`config.mk`:
```
export PLATFORM = sky130hd
export DESIGN_NAME = ex_mdu_iter
export DESIGN_NICKNAME = d
export VERILOG_FILES = /design/src/rtl/ex_mdu_iter.sv
export SDC_FILE = /design/constraint.sdc
export NUM_CORES = 1
export LEC_CHECK = 0
export ABC_AREA = 1
export BUFFER_PORTS_ARGS = -buffer_cell sky130_fd_sc_hd__buf_2
export CAP_MARGIN = 25
export CELL_PAD_IN_SITES_DETAIL_PLACEMENT = 1
export CELL_PAD_IN_SITES_GLOBAL_PLACEMENT = 2
export CORE_MARGIN = 3
export CORE_UTILIZATION = 34
export CTS_BUF_LIST = sky130_fd_sc_hd__clkbuf_8
export CTS_CLUSTER_SIZE = 10
export DETAILED_ROUTE_END_ITERATION = 12
export HOLD_SLACK_MARGIN = 0.02
export PLACE_DENSITY = 0.9
export SETUP_SLACK_MARGIN = 0.05
export SYNTH_ARGS = -nofsm -noshare
export SYNTH_HDL_FRONTEND = slang
export SYNTH_SLANG_ARGS = --single-unit
```
`constraint.sdc`:
```
create_clock -name clk -period 4.7 [get_ports clk]
set_input_delay 1.41 -clock clk [delete_from_list [all_inputs] [get_ports clk]]
set_output_delay 1.41 -clock clk [all_outputs]
set_load 0.005 [all_outputs]
```
`src/rtl/ex_mdu_iter.sv`:
```
// ex_mdu_iter: iterative RV M-extension multiply/divide unit, one bit per cycle.
// Shift-add multiply and restoring divide share the hi/lo working registers.
module ex_mdu_iter #(
   parameter int XLEN = 32,
   parameter int RD_W = 5
) (
   input  logic            clk,
   input  logic            arst_n,
   input  logic            flush,
   input  logic            req_valid,
   output logic            req_ready,
   input  logic [2:0]      req_op,
   input  logic [XLEN-1:0] req_opr_a,
   input  logic [XLEN-1:0] req_opr_b,
   input  logic [RD_W-1:0] req_rd,
   output logic            res_valid,
   input  logic            res_ready,
   output logic [XLEN-1:0] res_data,
   output logic [RD_W-1:0] res_rd,
   output logic            busy
);
   typedef enum logic [1:0] {IDLE, CALC, DONE} state_t;
   localparam int CW = $clog2(XLEN + 1);
   localparam logic [XLEN-1:0] MIN = {1'b1, {(XLEN-1){1'b0}}};
   state_t state, state_nx;
   logic [2:0] op;
   logic [XLEN-1:0] hi, lo, b_mag;
   logic neg_q, neg_r;
   logic [CW-1:0] count;
   logic sa, sb, div0, ovf, special, accept;
   logic [XLEN-1:0] a_mag_in, b_mag_in, spec_res, hi_nx, lo_nx, quo, rmd, fin;
   logic [XLEN:0] mul_sum, div_sh, div_df;
   logic [2*XLEN-1:0] prod;
   always_comb begin
      sa       = (req_op == 3'd1 || req_op == 3'd2 || req_op == 3'd4 || req_op == 3'd6) && req_opr_a[XLEN-1];
      sb       = (req_op == 3'd1 || req_op == 3'd4 || req_op == 3'd6) && req_opr_b[XLEN-1];
      a_mag_in = sa ? -req_opr_a : req_opr_a;
      b_mag_in = sb ? -req_opr_b : req_opr_b;
      div0     = req_op[2] && req_opr_b == '0;
      ovf      = !req_op[0] && req_op[2] && req_opr_a == MIN && req_opr_b == '1;
      special  = div0 || ovf;
      // overflow quotient equals the dividend (MIN); b==0 remainder equals the dividend
      spec_res = div0 ? (req_op[1] ? req_opr_a : '1) : (req_op[1] ? '0 : req_opr_a);
      accept   = state == IDLE && req_valid && !flush;
   end
   always_comb begin
      mul_sum = lo[0] ? {1'b0, hi} + {1'b0, b_mag} : {1'b0, hi};
      div_sh  = {hi, lo[XLEN-1]};
      div_df  = div_sh - {1'b0, b_mag};
      hi_nx   = op[2] ? (div_df[XLEN] ? div_sh[XLEN-1:0] : div_df[XLEN-1:0]) : mul_sum[XLEN:1];
      lo_nx   = op[2] ? {lo[XLEN-2:0], ~div_df[XLEN]} : {mul_sum[0], lo[XLEN-1:1]};
      prod    = neg_q ? -{hi_nx, lo_nx} : {hi_nx, lo_nx};
      quo     = neg_q ? -lo_nx : lo_nx;
      rmd     = neg_r ? -hi_nx : hi_nx;
      fin     = op[2] ? (op[1] ? rmd : quo) : (op[1:0] == 2'd0 ? prod[XLEN-1:0] : prod[2*XLEN-1:XLEN]);
   end
   always_ff @(posedge clk or negedge arst_n)
      if (!arst_n) state <= IDLE;
      else state <= state_nx;
   always_comb begin
      state_nx = state;
      if (flush) state_nx = IDLE;
      else if (state == IDLE && req_valid) state_nx = special ? DONE : CALC;
      else if (state == CALC && count == CW'(1)) state_nx = DONE;
      else if (state == DONE && res_ready) state_nx = IDLE;
   end
   always_ff @(posedge clk or negedge arst_n) begin
      if (!arst_n) begin
         op       <= '0;
         hi       <= '0;
         lo       <= '0;
         b_mag    <= '0;
         neg_q    <= 1'b0;
         neg_r    <= 1'b0;
         count    <= '0;
         res_data <= '0;
         res_rd   <= '0;
      end else if (accept) begin
         op       <= req_op;
         hi       <= '0;
         lo       <= a_mag_in;
         b_mag    <= b_mag_in;
         neg_q    <= sa ^ sb;
         neg_r    <= sa;
         count    <= CW'(XLEN);
         res_rd   <= req_rd;
         if (special) res_data <= spec_res;
      end else if (state == CALC && !flush) begin
         hi    <= hi_nx;
         lo    <= lo_nx;
         count <= count - CW'(1);
         if (count == CW'(1)) res_data <= fin;
      end
   end
   assign req_ready = state == IDLE;
   assign res_valid = state == DONE;
   assign busy      = state != IDLE;
endmodule

```
==> metrics.txt <==
status=finished clean; Int Power=6380 uW; clk slew on worst S/H paths=0.10 ns; Initial DRC Count=2076; logic gate share of total power=79.5%; max frequency=222 MHz; Initial Utilization=34.6%; Switching Power=11500 uW; Num CTS Buffers=17; Post-synth top cells=nand2_1, inv_1, nor2_1; routed wl met2=40000 um; IO buf count=116; root buf cell=clkbuf_8; Final TNS setup=0 ns; GP Congestion=1.02; power per standard cell area=882 nW/um^2; number of global-route vias before repair=21500; Slew @ Worst Pin=0.956 ns; CTS sink cnt=146; Post-synth EDFFs=0; row cnt=83; fin crit share=95.7%; initial antenna violation count=3; slowest stage delay, CP=0.50 ns; Clock power frac=6.5%; setup slack, reg-to-reg=0.20 ns; routed via count=21800; fraction of layout cells with a size suffix above 1=12.4%; most common cell in the netlist=nand2_1; Placeable Area=51700 um^2; synthesized instance count=3091; first-pass GRT wire length=136000 um; Yosys reg bits=146; Seq/Total Area, Yosys=20.4%; Slew Limit Fails=0; Final Setup Violations=0; Main synth FF type=dfrtp_1; die area=55400 um^2; R2R cell count=23; total gr overflow=0; Top Family by Delay on Critical Path=simple AND/OR/NAND/NOR gates; RSZ-0062 raised after global routing=yes; CP required=5.12 ns; Flop pwr share=14.0%; IO Count=117; crit path kind=flop to flop; Final Util=39.1%; HP Start=res_rd[3]$_DFFE_PN0P_; H-tree depth=4; Die Ht=235 um; hold_ws=0.486 ns; CP endpoint kind=flop; Bufs and invs on worst path=2; syn_nets=3241; drt total wl=92500 um; CTS tree=built; Worst Skew=0.0288 ns; total number of yosys warnings=0; hold path cells=2; largest net degree at the start of global routing=74; slowest CP cell=dfrtp_1; max cap viols=0; Rel. slew slack=36.2%; metal3 WL=7420 um; Tmin final=4.50 ns; Power Total=17900 uW; Worst R2R End=res_data[25]$_DFFE_PN0P_; Synth area leader=dfrtp_1; WL/cell=23.6 um; CP most frequent cell=nand2_1; top cell type's share of synthesized area=20.4%; Top Layer Used=met5; Detailed Place HPWL=75700 um; Syn Area/Cell=5.79 um^2; drt pass-1 iters=6; count of final hold-check violations=0; RR Startpoint=b_mag[7]$_DFFE_PN0P_; worst path cell trace=buf_4 > ha_1 > nand2_1 > o21ai_0 > inv_1 > nand3_1 > nand2_1 > nand2_1 > nor2_1 > o21ai_0 > nand2_2 > nor2_2 > nand2_1 > nor2_4 > nand3_1 > nand2_1 > nand2_1 > nand2_1 > nand3_1 > nand2_1 > nand2_1 > nor2_1 > nor2_1; clk_lat worst skew=0.55 ns; final instance count without filler cells=3921; Cells after DPL=3879; Synth cell types=52; Global Route Usage Sum=32.3%; Arr. time, crit path=4.92 ns; Critical Path Source Type=flop; top area cells in the synthesized netlist=dfrtp_1, nand2_1, inv_1; hold crit path type=flop to flop; fin nets=3376; Fill cells=7117; Cell Area, Synth=17900 um^2; DRC=0; clk buf depth=2; Leak=0.0104 uW; Switching Share=64.3%; Synth-to-Final Area Change=13.1%; M1 wire length=42100 um; Min-Delay Endpoint=res_rd[3]$_DFFE_PN0P_; Max VDD drop=0.000344 V; Critical Path Fanout Max=5; Vias per Instance=5.57; Async S/R FF share, synth=100%; Chip Width=235 um; Routed Antenna Nets=0
-- state kept, by name, indices dropped and copies added (netlist names), 2 cells and up --
signal,flops
res_data,32
hi,32
lo,32
res_rd,5
state,2
count,6
b_mag,32
op,3
-- power by group through the flow --
stage	Clock [uW]	Combinational [uW]	Sequential, uW
6_report	1150	14200	2500
5_1_grt	1200	15400	2540
4_1_cts	1160	13700	2460
3_5_place_dp	0	13700	2480
3_3_place_gp	0	13500	2460
2_1_floorplan	0	8580	2160
-- worst max-delay path by stage --
stage               depth (start not counted)                  endpoint  slack [ns]                 start
finish                                     23  res_data[25]$_DFFE_PN0P_        0.20  b_mag[7]$_DFFE_PN0P_
global route                               34  res_data[28]$_DFFE_PN0P_      0.0007  b_mag[0]$_DFFE_PN0P_
CTS                                        34  res_data[28]$_DFFE_PN0P_        0.08  b_mag[0]$_DFFE_PN0P_
detailed placement                         19  res_data[11]$_DFFE_PN0P_        0.02          req_opr_b[0]
global placement                           19  res_data[11]$_DFFE_PN0P_        0.15          req_opr_b[0]
floorplan                                  35  res_data[28]$_DFFE_PN0P_        0.81  b_mag[0]$_DFFE_PN0P_
-- final cells by class --
class	instances	area (um^2)	area share, %
antenna	2	5.00	0.0247
clock buffer	18	248	1.22
tap	680	851	4.20
timing repair buffer	227	1480	7.32
inverter	446	1680	8.28
clock inverter	14	156	0.773
sequential	146	3670	18.1
multi-input combinational	2388	12200	60.1
-- cells by family after synthesis --
kind of cell / share of synthesized area [%]
adder cells (fa/ha/maj): 5.19
AO/OA/AOI/OAI: 18.1
AND/OR/NAND/NOR: 38.6
buffers and inverters: 12.2
XOR/XNOR: 5.53
flip-flops: 20.4
-- worst min-delay path, cell delays in order, from the launching register on --
cell and delay (ns):
dfrtp_1 0.36, nand2_1 0.05, nand2_1 0.05
-- repair_timing --
action / 4_1_cts / 5_1_grt
setup buffers: 0 / 8
hold buffers: 0 / 0
resized for setup: 0 / 31
endpoints found under the setup margin: 0 / 25
-- layout by cell type (no fill, tap or decap), types with 5 or more instances in the layout --
| master | instances |
|---|---|
| a21o_1 | 5 |
| a21oi_1 | 179 |
| a31oi_1 | 10 |
| buf_12 | 5 |
| buf_2 | 115 |
| buf_4 | 106 |
| clkbuf_8 | 18 |
| clkinv_1 | 7 |
| dfrtp_1 | 137 |
| dfrtp_2 | 8 |
| ha_1 | 67 |
| inv_1 | 426 |
| inv_2 | 12 |
| nand2_1 | 894 |
| nand2_2 | 40 |
| nand2_4 | 5 |
| nand3_1 | 225 |
| nand3_2 | 12 |
| nand3b_1 | 6 |
| nand4_1 | 34 |
| nor2_1 | 296 |
| nor2_2 | 21 |
| nor2_4 | 7 |
| nor3_1 | 31 |
| nor3_2 | 5 |
| nor4_1 | 11 |
| o211ai_1 | 27 |
| o21ai_0 | 282 |
| o21ai_1 | 13 |
| o21bai_1 | 8 |
| o22ai_1 | 38 |
| o31ai_1 | 13 |
| or2_2 | 10 |
| xnor2_1 | 27 |
| xor2_1 | 86 |
-- through the flow --
step | area [um^2] | setup slack, ns
2_1_floorplan | 17900 | 0.814
3_3_place_gp | 19700 | 0.153
3_5_place_dp | 19700 | 0.0190
4_1_cts | 20100 | 0.0771
5_1_grt | 20200 | 0.000718
6_report | 20200 | 0.203
-- routing by layer --
| layer | track usage [%] | vias up |
|---|---|---|
| li1 | - | 10200 |
| met2 | 49.4 | 712 |
| met4 | 10.3 | 4 |
| met1 | 45.6 | 10800 |
| met5 | 1.90 | - |
| met3 | 6.37 | 119 |
Note: power is estimated with default switching activity, not from simulation.
